===== config.mk =====
export PLATFORM = sky130hd
export DESIGN_NAME = rdi_sb_msg_serializer
export DESIGN_NICKNAME = d
export VERILOG_FILES = /design/src/rtl/rdi_sb_msg_serializer.sv
export SDC_FILE = /design/constraint.sdc
export NUM_CORES = 1
export LEC_CHECK = 0
export BUFFER_PORTS_ARGS = -buffer_cell sky130_fd_sc_hd__buf_2
export CORE_ASPECT_RATIO = 1.4
export CORE_MARGIN = 2
export CORE_UTILIZATION = 35
export DETAILED_ROUTE_END_ITERATION = 8
export GPL_ROUTABILITY_DRIVEN = 0
export PLACE_DENSITY = 0.59
export SLEW_MARGIN = 20
export SYNTH_ARGS = -nofsm -noshare
export SYNTH_HDL_FRONTEND = slang
export SYNTH_SLANG_ARGS = --single-unit

===== constraint.sdc =====
create_clock -name i_clk -period 5.13 [get_ports i_clk]
set_clock_uncertainty 0.15 [all_clocks]
set_input_delay 0.2565 -clock i_clk [delete_from_list [all_inputs] [get_ports i_clk]]
set_output_delay 0.2565 -clock i_clk [all_outputs]
set_load 0.02 [all_outputs]

===== src/rtl/rdi_sb_msg_serializer.sv =====
`default_nettype none
// ============================================================================
// Module   : rdi_sb_msg_serializer
// Purpose  : Builds a 64-bit sideband message-without-data packet for an RDI
//            power-management request and shifts it out LSB-first, followed
//            by a fixed idle gap and a one-cycle done pulse.
// Revision : 1.0  initial release
// ============================================================================
module rdi_sb_msg_serializer #(
    parameter logic [2:0] SRCID        = 3'b001,
    parameter logic [2:0] DSTID        = 3'b101,
    parameter logic [7:0] MSGCODE_BASE = 8'h10,
    parameter int         GAP_CYCLES   = 32
) (
    input  logic       i_clk,
    input  logic       i_rst,
    input  logic       i_en,
    input  logic       i_msg_valid,
    input  logic [3:0] i_msg_no,
    output logic       o_sb_data,
    output logic       o_sb_clk_en,
    output logic       o_msg_done,
    output logic       o_busy,
    output logic       o_err
);

    localparam logic [2:0] c_IDLE  = 3'd0;
    localparam logic [2:0] c_LOAD  = 3'd1;
    localparam logic [2:0] c_SHIFT = 3'd2;
    localparam logic [2:0] c_GAP   = 3'd3;
    localparam logic [2:0] c_DONE  = 3'd4;

    localparam logic [4:0] c_OPCODE   = 5'b10010;
    localparam logic [5:0] c_BIT_LAST = 6'd63;
    localparam logic [5:0] c_GAP_LAST = 6'(GAP_CYCLES - 1);

    logic [2:0]  r_state;
    logic [5:0]  r_cnt;
    logic [3:0]  r_msg_no;
    logic [62:0] r_shreg;

    logic [7:0]  w_msgcode;
    logic [62:0] w_body;
    logic [63:0] w_header;

    always_comb begin
        w_msgcode       = MSGCODE_BASE | {4'h0, r_msg_no};
        w_body          = '0;
        w_body[4:0]     = c_OPCODE;
        w_body[21:14]   = w_msgcode;
        w_body[34:32]   = SRCID;
        w_body[45:38]   = 8'h00;
        w_body[61:59]   = DSTID;
        w_body[62]      = 1'b0;
    end

    // cp makes the XOR over the whole header even
    assign w_header = {^w_body[61:0], w_body};

    always_ff @(posedge i_clk) begin
        if (i_rst) begin
            r_state     <= c_IDLE;
            r_cnt       <= '0;
            r_msg_no    <= '0;
            r_shreg     <= '0;
            o_sb_data   <= 1'b0;
            o_sb_clk_en <= 1'b0;
            o_msg_done  <= 1'b0;
            o_busy      <= 1'b0;
            o_err       <= 1'b0;
        end else begin
            o_msg_done <= 1'b0;
            o_err      <= 1'b0;
            if (!i_en) begin
                r_state     <= c_IDLE;
                r_cnt       <= '0;
                o_sb_data   <= 1'b0;
                o_sb_clk_en <= 1'b0;
                o_busy      <= 1'b0;
            end else begin
                case (r_state)
                    c_IDLE: begin
                        if (i_msg_valid) begin
                            if (i_msg_no != 4'h0) begin
                                r_msg_no <= i_msg_no;
                                r_state  <= c_LOAD;
                                o_busy   <= 1'b1;
                            end else begin
                                o_err <= 1'b1;
                            end
                        end
                    end
                    c_LOAD: begin
                        // bit 0 goes straight to the lane; the rest waits in the shifter
                        r_shreg     <= w_header[63:1];
                        o_sb_data   <= w_header[0];
                        o_sb_clk_en <= 1'b1;
                        r_cnt       <= '0;
                        r_state     <= c_SHIFT;
                    end
                    c_SHIFT: begin
                        if (r_cnt == c_BIT_LAST) begin
                            r_cnt       <= '0;
                            o_sb_data   <= 1'b0;
                            o_sb_clk_en <= 1'b0;
                            r_state     <= c_GAP;
                        end else begin
                            r_cnt     <= r_cnt + 6'd1;
                            o_sb_data <= r_shreg[0];
                            r_shreg   <= {1'b0, r_shreg[62:1]};
                        end
                    end
                    c_GAP: begin
                        if (r_cnt == c_GAP_LAST) begin
                            r_cnt      <= '0;
                            o_msg_done <= 1'b1;
                            r_state    <= c_DONE;
                        end else begin
                            r_cnt <= r_cnt + 6'd1;
                        end
                    end
                    c_DONE: begin
                        o_busy  <= 1'b0;
                        r_state <= c_IDLE;
                    end
                    default: begin
                        r_state     <= c_IDLE;
                        r_cnt       <= '0;
                        o_sb_data   <= 1'b0;
                        o_sb_clk_en <= 1'b0;
                        o_busy      <= 1'b0;
                    end
                endcase
            end
        end
    end

endmodule
`default_nettype wire

Yosys cells after proc, flatten, opt, wreduce, memory -nomap -nowiden

Cells that the tools add are included.

Bits of input ports: 8
Register bits: 81

Add/subtract/negate cells: 1
Multiplexer cells: 19
Reduce and logical (&&, ||, !) cells: 15
Equal/unequal tests: 11
Bitwise logic cells: 6

Operator list:

| cell                | count |
|---|---|
| $pmux 63 s2         | 1 |
| $mux 63             | 1 |
| $reduce_xor 62->1   | 1 |
| $pmux 6 s3          | 1 |
| $mux 3              | 4 |
| $mux 6              | 2 |
| $pmux 3 s4          | 1 |
| $ne 2x2->1 const B  | 5 |
| $reduce_or 3->1     | 3 |
| $reduce_and 4->1    | 2 |
| $add 6x1->6 const B | 1 |
| $eq 3x2->1 const B  | 2 |
| $eq 6x5->1 const B  | 1 |
| $eq 6x6->1 const B  | 1 |
| $mux 1              | 6 |
| $not 1->1           | 6 |
| $reduce_and 3->1    | 2 |
| $pmux 1 s2          | 2 |
| $reduce_bool 4->1   | 1 |
| $reduce_or 2->1     | 2 |
| $reduce_or 4->1     | 1 |
| $eq 3x1->1 const B  | 1 |
| $eq 3x3->1 const B  | 1 |
| $logic_not 3->1     | 1 |
| other kinds (3)     | 3 |

Longest topological paths before layout

Depth after elaboration: 4
Mapped depth: 8
Mapped depth without buffers: 5

Worst setup path before layout

Ideal clock, no wire load.

Kind: register -> register
Start: register r_cnt[0]
End: register r_shreg[62]
Buffers on the path: 2
Arrival time: 1.770 ns
Slack: 3.140 ns
Stages on the path, launching flop included: 8
Library setup time: 0.070 ns
Path through: dfxtp_1 ha_1 and4_1 buf_6 a311o_1 buf_6 or3_1 a21oi_1

Word-level cells in the longest chain between the ends: 3

Ends and longest elaborated chain:

| what                              | RTL line | text |
|---|---|---|
| from (decl)                       | 38       | `logic [5:0] r_cnt;` |
| from (signal assigned)            | 108      | `r_cnt <= r_cnt + 6'd1;` |
| from (signal assigned)            | 119      | `r_cnt <= r_cnt + 6'd1;` |
| $eq 6x6->1                        | 102      | `if (r_cnt == c_BIT_LAST) begin` |
| $ne 2x2->1 (no source line)       | -        |  |
| $reduce_and 3->1 (no source line) | -        |  |
| to (signal assigned)              | 95       | `r_shreg <= w_header[63:1];` |
| to (signal assigned)              | 110      | `r_shreg <= {1'b0, r_shreg[62:1]};` |
| to (decl)                         | 40       | `logic [62:0] r_shreg;` |

Every way passes these cells.
A chain may end at the register's enable or synchronous reset.

Worst setup path after layout

Start: register r_state[0]
End: register r_shreg[62]

Word-level cells in the longest chain between the ends: 3
Elaborated cells on any way between the ends: 6

Ends and longest elaborated chain:

| what                                                                    | RTL line | text |
|---|---|---|
| from (decl)                                                             | 37       | `logic [2:0] r_state;` |
| from (signal assigned)                                                  | 62       | `r_state <= c_IDLE;` |
| from (signal assigned)                                                  | 75       | `r_state <= c_IDLE;` |
| from (signal assigned)                                                  | 86       | `r_state <= c_LOAD;` |
| $eq 3x2->1 / $eq 3x1->1 (equally long branches)                         | 81       | `case (r_state)` |
| $ne 2x2->1 (no source line) / $reduce_bool 2->1 (equally long branches) | -        |  |
| $reduce_and 3->1 (no source line)                                       | -        |  |

Parallel ways exist; a longest one is shown, timed or not.

==> flow_summary.json <==
{
  "cts_resized": 0,
  "synthCells": 327,
  "portBuffers": 12,
  "setup_violations": 0,
  "cts_max_level": 3,
  "floorplan.rows": 40,
  "power_density_mw_per_mm2": 401.9,
  "grt_setup_unrepaired": "no",
  "crit_fanout": 54,
  "synth-xor-area-share": 0.01447,
  "end_kind": "flop",
  "cts_made_buffers": 9,
  "yosysWarnings": 0,
  "die_h_um": 114.0,
  "grt_antenna_before_repair": 0,
  "syn-cell-area_mm2": 0.003025,
  "synth_edf_count": 0,
  "layout-drive-gt1-share": 0.09756,
  "synthAdderAreaFrac": 0.004136,
  "critical_path_required_ns": 5.24,
  "yosysSeqAreaShare": 0.5360,
  "hpwl_mm": 3.253,
  "cp-start-kind": "flop",
  "synthMuxAreaShare": 0.01654,
  "worstMarginPinSlew_ns": 0.9963,
  "intPower_uw": 1082,
  "drv_cap": 0,
  "wire_per_inst_um": 12.52,
  "max_freq_mhz": 402.7,
  "postCtsSetupBuffers": 0,
  "core_area_mm2": 0.008508,
  "p_seq_frac": 0.469,
  "clock_path_buffers": 2,
  "nets": 332,
  "p_leak_uw": 0.001201,
  "drt_iter0_markers": 181,
  "wirelength_mm": 5.421,
  "grt_max_degree": 70,
  "grt_pass1_wl_mm": 9.597,
  "start_util": 0.3556,
  "async_reset_ff_frac": 0,
  "clk_latency_ns": 0.34,
  "track_usage": 0.1327,
  "whs_ns": 0.01539,
  "status": "complete, no violations",
  "ant_nets": 0,
  "grt_overflow": 0,
  "hp-class": "input pin to flop",
  "hold_viol_final": 0,
  "root_buffer": "clkbuf_16",
  "r2r_slack_ns": 2.65,
  "syn_area_per_cell_um2": 9.252,
  "yosys.area_share.simple": 0.1667,
  "slew_violations": 0,
  "synthToLayoutAreaGrowth_pct": 12.86,
  "design.die.area_mm2": 0.009414,
  "swShare": 0.2117,
  "clock-sinks": 81,
  "routed-via-count": 2310,
  "p_switching_uw": 290.6,
  "worstPathArrival_ns": 2.60,
  "tritoncts": "yes",
  "yosys.cell_types.count": 39,
  "grt_pass1_vias": 2181,
  "fin_crit_sh": 0.4841,
  "postCtsHoldBufs": 0,
  "slew_headroom": 0.3358,
  "ys_ff_latch": 81,
  "ys.flop_type": "dfxtp_1",
  "power_frac_comb": 0.036,
  "firstDrtPassIters": 5,
  "antenna_cells": 0,
  "die_w_um": 82.58,
  "synth_top_family_by_area": "compound AO/OA/AOI/OAI gates",
  "crit_type": "flop to flop",
  "synth_compound_area_frac": 0.2126,
  "clockPowerShare": 0.495,
  "io_pins": 13,
  "via_per_inst": 5.335,
  "synth_fp_nets": 336,
  "drc": 0,
  "min_period_ns": 2.483,
  "clkTransAtPathRegs_ns": 0.06,
  "ir_drop_mv": 0.2209,
  "tns_ns": 0
}
[Yosys cell counts (5+ instances only)]
cell,n,share of area
nand2_1,13,0.016
a22oi_1,53,0.13
a21oi_1,5,0.0083
clkbuf_1,17,0.021
mux2i_1,5,0.017
dfxtp_1,81,0.54
buf_2,9,0.015
nor2_1,74,0.092
o22ai_1,6,0.012
o21ai_0,8,0.013
nand3_1,6,0.0099
[state kept, by name, indices dropped and copies added (netlist names), 3 cells and up]
name / cells
r_state: 3
r_shreg: 63
r_msg_no: 4
r_cnt: 6
[layout make-up]
class / count / area, um2
clock buffer: 10 / 229.0
clock inverter: 6 / 91.34
fill: 895 / 5094
inverter: 3 / 11.26
multi-input combinational: 214 / 1255
sequential: 81 / 1622
tap: 105 / 131.4
timing repair buffer: 14 / 75.07
[final timing paths]
path | start | end | cells past startpoint
worst max-delay path | r_state[0]$_SDFFE_PP0P_ | r_shreg[62]$_SDFFE_PP0P_ | 4
worst min-delay path | i_msg_no[3] | r_msg_no[3]$_SDFFE_PP0P_ | 3
worst max register to register | r_state[0]$_SDFFE_PP0P_ | r_shreg[62]$_SDFFE_PP0P_ | 4
worst min register to register | r_shreg[62]$_SDFFE_PP0P_ | r_shreg[62]$_SDFFE_PP0P_ | 2
[through the flow]
step / std cells / total power (uW) / setup slack, ns / util / cell area, um2
final: 433 / 1372 / 2.647 / 0.4013 / 3415
after global routing: 433 / 1427 / 2.499 / 0.4013 / 3415
after CTS: 433 / 1391 / 2.676 / 0.4013 / 3415
after detailed placement: 417 / 707.4 / 2.689 / 0.3637 / 3094
after global placement: 417 / 706.5 / 2.721 / 0.3637 / 3094
after floorplan: 327 / 696.8 / 3.140 / - / 3025
[cell usage in the layout, fill, tap and decap left out, types with 2 or more instances in the layout]
cell type and instances:
a22oi_1 53, o22ai_1 6, o21ai_0 8, nand3_1 6, nand4_1 2, inv_1 3
clkbuf_16 9, mux2i_1 5, nand2_1 13, nor3_1 2, bufinv_16 2, buf_4 2
dfxtp_1 81, a31oi_1 4, nor4_1 3, clkinv_4 2, nor2b_1 2, o21a_1 2
nor2_1 74, a311oi_1 4, xnor2_1 4, nand2b_1 4, a21oi_1 5, nand4b_1 2
buf_2 12
[kinds of logic after synthesis]
| kind of cell | count (synthesis) |
|---|---|
| AOI/OAI and AO/OA | 89 |
| xor gates and xnor gates | 5 |
| buffers and inverters | 32 |
| muxes | 5 |
| adders and majority gates | 1 |
| DFF | 81 |
| and+or+nand+nor | 114 |
[routing by layer]
metal | GRT usage | wire length, um
met1 | 0.1580 | 2586
met2 | 0.2043 | 2535
met3 | 0.02848 | 133
met4 | 0.1005 | 166
met5 | 0 | 0
[power groups by stage]
stage / registers [uW] / logic [uW] / clock network [uW]
2_1_floorplan: 655 / 41.9 / 0
3_3_place_gp: 657 / 49.3 / 0
3_5_place_dp: 657 / 50.2 / 0
4_1_cts: 643 / 50.3 / 698
5_1_grt: 644 / 56.1 / 727
6_report: 644 / 49.5 / 679
[critical path, cell delays in order (launching register included)]
cell	delay [ns]
dfxtp_1	0.66
nand2b_1	0.19
a311o_2	0.78
or3_1	0.47
a21oi_1	0.14
Note: power is estimated with default switching activity, not from simulation.
